File: config.mk
export PLATFORM = sky130hd
export DESIGN_NAME = pipe_rca
export DESIGN_NICKNAME = d
export VERILOG_FILES = /design/src/rtl/pipe_rca_pkg.sv /design/src/rtl/full_adder.sv /design/src/rtl/rca_seg.sv /design/src/rtl/pipe_rca.sv
export SDC_FILE = /design/constraint.sdc
export NUM_CORES = 1
export LEC_CHECK = 0
export ABC_AREA = 1
export BUFFER_PORTS_ARGS = -buffer_cell sky130_fd_sc_hd__buf_4
export CAP_MARGIN = 5
export CELL_PAD_IN_SITES_DETAIL_PLACEMENT = 2
export CELL_PAD_IN_SITES_GLOBAL_PLACEMENT = 2
export CORE_UTILIZATION = 39
export DETAILED_ROUTE_END_ITERATION = 8
export PLACE_DENSITY_LB_ADDON = 0.2
export SLEW_MARGIN = 20
export SYNTH_ARGS = -nofsm -noshare
export SYNTH_HDL_FRONTEND = slang
export SYNTH_SLANG_ARGS = --single-unit
File: constraint.sdc
create_clock -name clk -period 10 [get_ports clk]
set_input_delay 2 -clock clk [delete_from_list [all_inputs] [get_ports clk]]
set_output_delay 2 -clock clk [all_outputs]
set_load 0.02 [all_outputs]
File: src/rtl/pipe_rca_pkg.sv
// rtl/pipe_rca_pkg.sv - shared defaults and sub-mode encoding for the pipelined adder
`ifndef PIPE_RCA_PKG_SV
`define PIPE_RCA_PKG_SV

package pipe_rca_pkg;

  localparam int   DEF_WIDTH = 32;
  localparam int   DEF_SEG   = 8;

  localparam logic MODE_ADD  = 1'b0;
  localparam logic MODE_SUB  = 1'b1;

endpackage

`endif

File: src/rtl/full_adder.sv
// rtl/full_adder.sv - single-bit full-adder cell
module full_adder (
  input  logic a,
  input  logic b,
  input  logic ci,
  output logic s,
  output logic co
);

  assign s  = a ^ b ^ ci;
  assign co = (a & b) | (ci & (a ^ b));

endmodule

File: src/rtl/rca_seg.sv
// rtl/rca_seg.sv - combinational ripple-carry segment adder built from full-adder cells
module rca_seg #(
  parameter int SEG = 8
) (
  output logic [SEG-1:0] sum,
  output logic           co,
  output logic           cm,
  input  logic [SEG-1:0] a,
  input  logic [SEG-1:0] b,
  input  logic           ci
);

  logic [SEG:0] c;

  assign c[0] = ci;

  for (genvar i = 0; i < SEG; i++) begin : g_bit
    full_adder u_fa (
      .a  (a[i]),
      .b  (b[i]),
      .ci (c[i]),
      .s  (sum[i]),
      .co (c[i+1])
    );
  end

  // cm is the carry into the segment MSB, needed for signed overflow on the top segment
  assign co = c[SEG];
  assign cm = c[SEG-1];

endmodule

File: src/rtl/pipe_rca.sv
// rtl/pipe_rca.sv - pipelined ripple-carry adder/subtractor, one SEG-bit segment per stage
module pipe_rca
  import pipe_rca_pkg::*;
#(
  parameter int WIDTH = DEF_WIDTH,
  parameter int SEG   = DEF_SEG
) (
  input  logic             clk,
  input  logic             rst_n,
  input  logic             in_valid,
  output logic             in_ready,
  input  logic [WIDTH-1:0] a,
  input  logic [WIDTH-1:0] b,
  input  logic             cin,
  input  logic             sub,
  output logic             out_valid,
  input  logic             out_ready,
  output logic [WIDTH-1:0] sum,
  output logic             cout,
  output logic             ovf
);

  localparam int STAGES = WIDTH / SEG;

  // Stage registers: index k holds the beat after segment k has been added
  logic             pv   [STAGES];
  logic             psub [STAGES];
  logic             pc   [STAGES];
  logic             pcm  [STAGES];
  logic [WIDTH-1:0] pa   [STAGES];
  logic [WIDTH-1:0] pb   [STAGES];
  logic [WIDTH-1:0] ps   [STAGES];

  // Stage inputs and segment adder hookup
  logic             xv   [STAGES];
  logic             xsub [STAGES];
  logic             xci  [STAGES];
  logic [WIDTH-1:0] xa   [STAGES];
  logic [WIDTH-1:0] xb   [STAGES];
  logic [WIDTH-1:0] xs   [STAGES];
  logic [SEG-1:0]   sa   [STAGES];
  logic [SEG-1:0]   sb   [STAGES];
  logic [SEG-1:0]   sseg [STAGES];
  logic             sco  [STAGES];
  logic             scm  [STAGES];
  logic [WIDTH-1:0] ns   [STAGES];

  logic en;

  assign en        = !out_valid || out_ready;
  assign in_ready  = en;
  assign out_valid = pv[STAGES-1];
  assign sum       = ps[STAGES-1];
  assign cout      = pc[STAGES-1];
  assign ovf       = pc[STAGES-1] ^ pcm[STAGES-1];

  always_comb begin
    xv[0]   = in_valid;
    xsub[0] = sub;
    xa[0]   = a;
    xb[0]   = b;
    xs[0]   = '0;
    xci[0]  = (sub == MODE_SUB) ? 1'b1 : cin;
    for (int k = 1; k < STAGES; k++) begin
      xv[k]   = pv[k-1];
      xsub[k] = psub[k-1];
      xa[k]   = pa[k-1];
      xb[k]   = pb[k-1];
      xs[k]   = ps[k-1];
      xci[k]  = pc[k-1];
    end
    // subtraction inverts b per segment; the +1 enters as stage-0 carry-in
    for (int k = 0; k < STAGES; k++) begin
      sa[k] = xa[k][k*SEG +: SEG];
      sb[k] = xb[k][k*SEG +: SEG] ^ {SEG{xsub[k] == MODE_SUB}};
    end
  end

  for (genvar k = 0; k < STAGES; k++) begin : g_stage
    rca_seg #(.SEG(SEG)) u_seg (
      .sum (sseg[k]),
      .co  (sco[k]),
      .cm  (scm[k]),
      .a   (sa[k]),
      .b   (sb[k]),
      .ci  (xci[k])
    );
  end

  always_comb begin
    for (int k = 0; k < STAGES; k++) begin
      ns[k]                 = xs[k];
      ns[k][k*SEG +: SEG]   = sseg[k];
    end
  end

  always_ff @(posedge clk) begin
    if (!rst_n) begin
      for (int k = 0; k < STAGES; k++) begin
        pv[k]   <= 1'b0;
        psub[k] <= 1'b0;
        pc[k]   <= 1'b0;
        pcm[k]  <= 1'b0;
        pa[k]   <= '0;
        pb[k]   <= '0;
        ps[k]   <= '0;
      end
    end else if (en) begin
      for (int k = 0; k < STAGES; k++) begin
        pv[k]   <= xv[k];
        psub[k] <= xsub[k];
        pc[k]   <= sco[k];
        pcm[k]  <= scm[k];
        pa[k]   <= xa[k];
        pb[k]   <= xb[k];
        ps[k]   <= ns[k];
      end
    end
  end

endmodule

# Word-level counts from Yosys, hierarchy flattened
# Memory sizes are Yosys's and may differ from the RTL's.
# Index checks and enable logic that the tools add are counted.
dict set report word_totals {
  register_bits 0
  ram_bits 400
  input_bits 70
  memories 7
}
dict set report op_classes {
  n_mux 33
  bitwise_logic 193
  n_reduce_logical 2
}
# name depth word_bits read_ports rd_clocked_by_memory_dff write_ports line_no
set mem_list {}
lappend mem_list {pa 4 32 3 0 4 pipe_rca.sv:30} ;# logic [WIDTH-1:0] pa [STAGES];
lappend mem_list {pb 4 32 3 0 4 pipe_rca.sv:31} ;# logic [WIDTH-1:0] pb [STAGES];
lappend mem_list {ps 4 32 4 0 4 pipe_rca.sv:32} ;# logic [WIDTH-1:0] ps [STAGES];
lappend mem_list {pc 4 1 4 0 4 pipe_rca.sv:28} ;# logic pc [STAGES];
lappend mem_list {pcm 4 1 1 0 4 pipe_rca.sv:29} ;# logic pcm [STAGES];
lappend mem_list {psub 4 1 3 0 4 pipe_rca.sv:27} ;# logic psub [STAGES];
lappend mem_list {{+1 memories} - - - - - -}
# op n
set op_table {}
lappend op_table {{two-way mux 32 bit} 12}
lappend op_table {{bitwise XOR 1 bit} 65}
lappend op_table {{AND 1 bit} 64}
lappend op_table {{bitwise OR 1 bit} 60}
lappend op_table {{bitwise XOR 8 bit} 4}
lappend op_table {{two-way mux 1 bit} 21}
lappend op_table {{zero test 1 bit} 1}
lappend op_table {{logical OR 1 bit} 1}

# Longest topological paths before layout
# An unclocked memory read counts as a cell.
dict set report depth {
  word_depth 20
  ltp_mapped 14
}

# Hierarchy
# A second synthesis with hierarchy kept.
dict set report hier_totals {
  hier_cells 658
  hier_area_um2 8217.9
}
# module n_inst cells_per_inst area_each_um2
set by_module_without_submodules {}
lappend by_module_without_submodules {pipe_rca 1 626 7577.3}
lappend by_module_without_submodules {full_adder 32 1 20.0}

# Worst setup path after synthesis
# Ideal clock, no wire load.
dict set report synth_timing {
  kind {input -> register}
  from {input port rst_n}
  to {memory pa[0][10] (netlist name) (enable)}
  setup_ps 1998
  t_arrival_ps 6271
  required_time_ps 8002
  path_slack_ps 1731
  cell_stages 1
  cell_sequence {nand3_1}
}
# element line_no
set synth_lines {}
lappend synth_lines {{start, declared} pipe_rca.sv:9} ;# input logic rst_n,
lappend synth_lines {{end, declared} pipe_rca.sv:30}

==> results.sh <==
export IMPL_htree_levels=4
export IMPL_dp_hpwl_um=10490
export IMPL_crit_path_start_kind="primary input"
export IMPL_slowest_stage="fa_1"
export IMPL_drtIter0Drc=138
export IMPL_synth_area_leaders="edfxtp_1, inv_1, nor2_1"
export IMPL_gr_total_overflow=0
export IMPL_drive_above_1_share_pct=18.08
export IMPL_cts_root_buf="clkbuf_16"
export IMPL_synth_xor_area_share_pct=3.509
export IMPL_finalHoldViolCount=0
export IMPL_cpMostUsedCell="fa_1"
export IMPL_cp_slowest_stage_delay_ns=0.43
export IMPL_portBuffers=105
export IMPL_preCtsSetupSlack_ns=3.915
export IMPL_gp_congestion=0.7917
export IMPL_relSlewSlack_pct=32.25
export IMPL_cts_sinks=188
export IMPL_postCtsSetupRepairBufs=0
export IMPL_hp_start="ps[0][38]"
export IMPL_initial_core_util_pct=40.20
export IMPL_setup_tns_ns=0
export IMPL_critical_path_top_delay_family="adder cells"
export IMPL_finalWorstSetupSlack_ns=4.343
export IMPL_yosysSeqAreaShare_pct=68.53
export IMPL_power_density_nw_per_um2=184.9
export IMPL_whs_path_depth=2
export IMPL_core_um2=20490
export IMPL_crit_buf_inv=3
export IMPL_synth_top_family_by_area="buffers and inverters"
export IMPL_syn_to_final_growth_pct=18.64
export IMPL_p_leak_nw=4.280
export IMPL_wl_per_cell_um=15.29
export IMPL_fmax_mhz=176.8
export IMPL_crit_arrival_ns=5.80
export IMPL_fp_dieArea_um2=21710
export IMPL_clk_pin_slew_ns=0.07
export IMPL_post_route_util_pct=47.69
export IMPL_die_height_um=147.3
export IMPL_cp_cell_sequence="buf_4 -> xnor2_1 -> fa_1 -> fa_1 -> fa_1 -> fa_1 -> fa_1 -> fa_1 -> fa_1 -> inv_1 -> fa_1 -> inv_1 -> nor2_1"
export IMPL_grt_antenna_before_repair=0
export IMPL_synth_warnings=0
export IMPL_ir_drop_uv=113.7
export IMPL_synth_top_area_share_pct=68.53
export IMPL_cp_required_ns=10.14
export IMPL_skew_ns=0.01189
export IMPL_vias=4557
export IMPL_setup_viol=0
export IMPL_finalCritPeriodShare_pct=56.57
export IMPL_cts_repair_resized=0
export IMPL_cts_hold_buf=0
export IMPL_via_per_inst=4.340
export IMPL_report_final_slew_viol_count=0
export IMPL_rsz0062_at_grt="no"
export IMPL_min_period_ns=5.657
export IMPL_synthesis_nets=766
export IMPL_hp_class="register to register"
export IMPL_grt_pass1_vias=5128
export IMPL_nets=869
export IMPL_grtUsageTotal_pct=15.87
export IMPL_synth_cell_types=11
export IMPL_power_total_w=0.001807
export IMPL_end_kind="register"
export IMPL_synth_largest_area_cell="edfxtp_1"
export IMPL_drv_cap=0
export IMPL_ant_nets=0
export IMPL_ff2ff_path_depth=12
export IMPL_worstSetupStartpoint="sub"
export IMPL_path_class="primary input to register"
export IMPL_crit_cells=13
export IMPL_synth_seq_cells=188
export IMPL_grt_pass1_wl_um=25790
export IMPL_dr_pass1_iters=3
export IMPL_synth_fa_ha_area_share_pct=7.776
export IMPL_drc_errors=0
export IMPL_syn_avg_cell_area_um2=12.41
export IMPL_drt_wl_total_um=16060
export IMPL_syn_cell_area_um2=8238
export IMPL_fp_dieW_um=147.3
export IMPL_synth_cells=664
export IMPL_rr_startpoint="psub[0][2]"
export IMPL_status="finished, final reports clean"
export IMPL_synth_compound_area_share_pct=0
export IMPL_rows=52
export IMPL_insertion_delay_ns=0.42
export IMPL_grt_max_degree=131
export IMPL_cts_tree="built"
export IMPL_cp_max_fo=10
export IMPL_synth_area_mux_share_pct=0
export IMPL_synth_simple_area_share_pct=8.824
export IMPL_cts_buffer_depth=2
export IMPL_antennaDiodeCount=0
export IMPL_pin_count=106
export IMPL_cts_inserted_buffers=17
export IMPL_final_fill_count=2075
export IMPL_tightest_slew_ns=1.016
[state kept, by name, indices dropped and copies added (netlist names)]
| signal | cells |
|---|---|
| pa | 48 |
| pv | 4 |
| pc | 4 |
| pb | 48 |
| ps | 80 |
| pcm | 1 |
| psub | 3 |
[routing by layer]
| metal | track usage (%) | routed length [µm] |
|---|---|---|
| met5 | 0 | 0 |
| met4 | 4.897 | 201 |
| met3 | 3.323 | 402 |
| met2 | 31.91 | 9599 |
| met1 | 16.00 | 5850 |
[placed cells by master (no fill, tap or decap)]
cell type	count
xor2_1	7
xnor2_1	26
nand2_2	1
clkbuf_1	1
clkinv_4	2
edfxtp_1	188
inv_6	5
nand3_4	1
clkinv_1	1
buf_4	108
fa_1	32
nand2_8	1
inv_8	2
clkinvlp_4	1
clkbuf_16	17
bufinv_16	1
clkinv_2	2
inv_1	195
nor2_1	189
[layout make-up]
| class | count | area, µm² | area share, % |
|---|---|---|---|
| Multi-Input combinational cell | 257 | 1683 | 17.22 |
| Clock buffer | 18 | 429.2 | 4.391 |
| Sequential cell | 188 | 5645 | 57.76 |
| Tap cell | 270 | 337.8 | 3.457 |
| Timing Repair Buffer | 108 | 810.8 | 8.296 |
| Inverter | 195 | 732.0 | 7.489 |
| Clock inverter | 14 | 135.1 | 1.383 |
[tightest hold or removal path, delay by kind of cell (launching register included)]
kind	cells	cell delay (ns)
flops	1	0.33
simple gates	1	0.08
buf+inv	1	0.04
[path summary, 6_finish.rpt]
check | endpoint | slack, ns
max | ps[0][7] | 4.34
min | ps[0][70] | 0.56
max reg2reg | ps[0][127] | 5.22
min reg2reg | ps[0][70] | 0.56
[synthesized netlist by cell type]
library cell  count
nor2_1          189
buf_4             1
nand2_2           2
nand3_1           1
fa_1             32
xor2_1            7
xnor2_1          26
buf_2            10
buf_6            13
edfxtp_1        188
inv_1           195
[cells by family (layout without fill, tap and decap cells)]
logic type | after synthesis | in the layout
xor+xnor | 33 | 33
fa+ha+maj | 32 | 32
buf+inv | 219 | 335
flops | 188 | 188
simple gates | 192 | 192
[where the power goes]
part,internal [W],switching (W)
Clock,0.000350,0.000308
Combinational,0.0000797,0.000107
Sequential,0.000938,0.0000239
Total,0.00137,0.000438
[through the flow]
step / cells / instance area (µm²) / hold slack (ns)
after CTS: 1050 / 9773 / 0.5621
after detailed placement: 1018 / 9209 / 0.5420
after global placement: 1018 / 9209 / 0.5230
after floorplan: 664 / 8238 / 0.5191
final: 1050 / 9773 / 0.5589
after global routing: 1050 / 9773 / 0.5815
(Power assumes the default switching activity.)
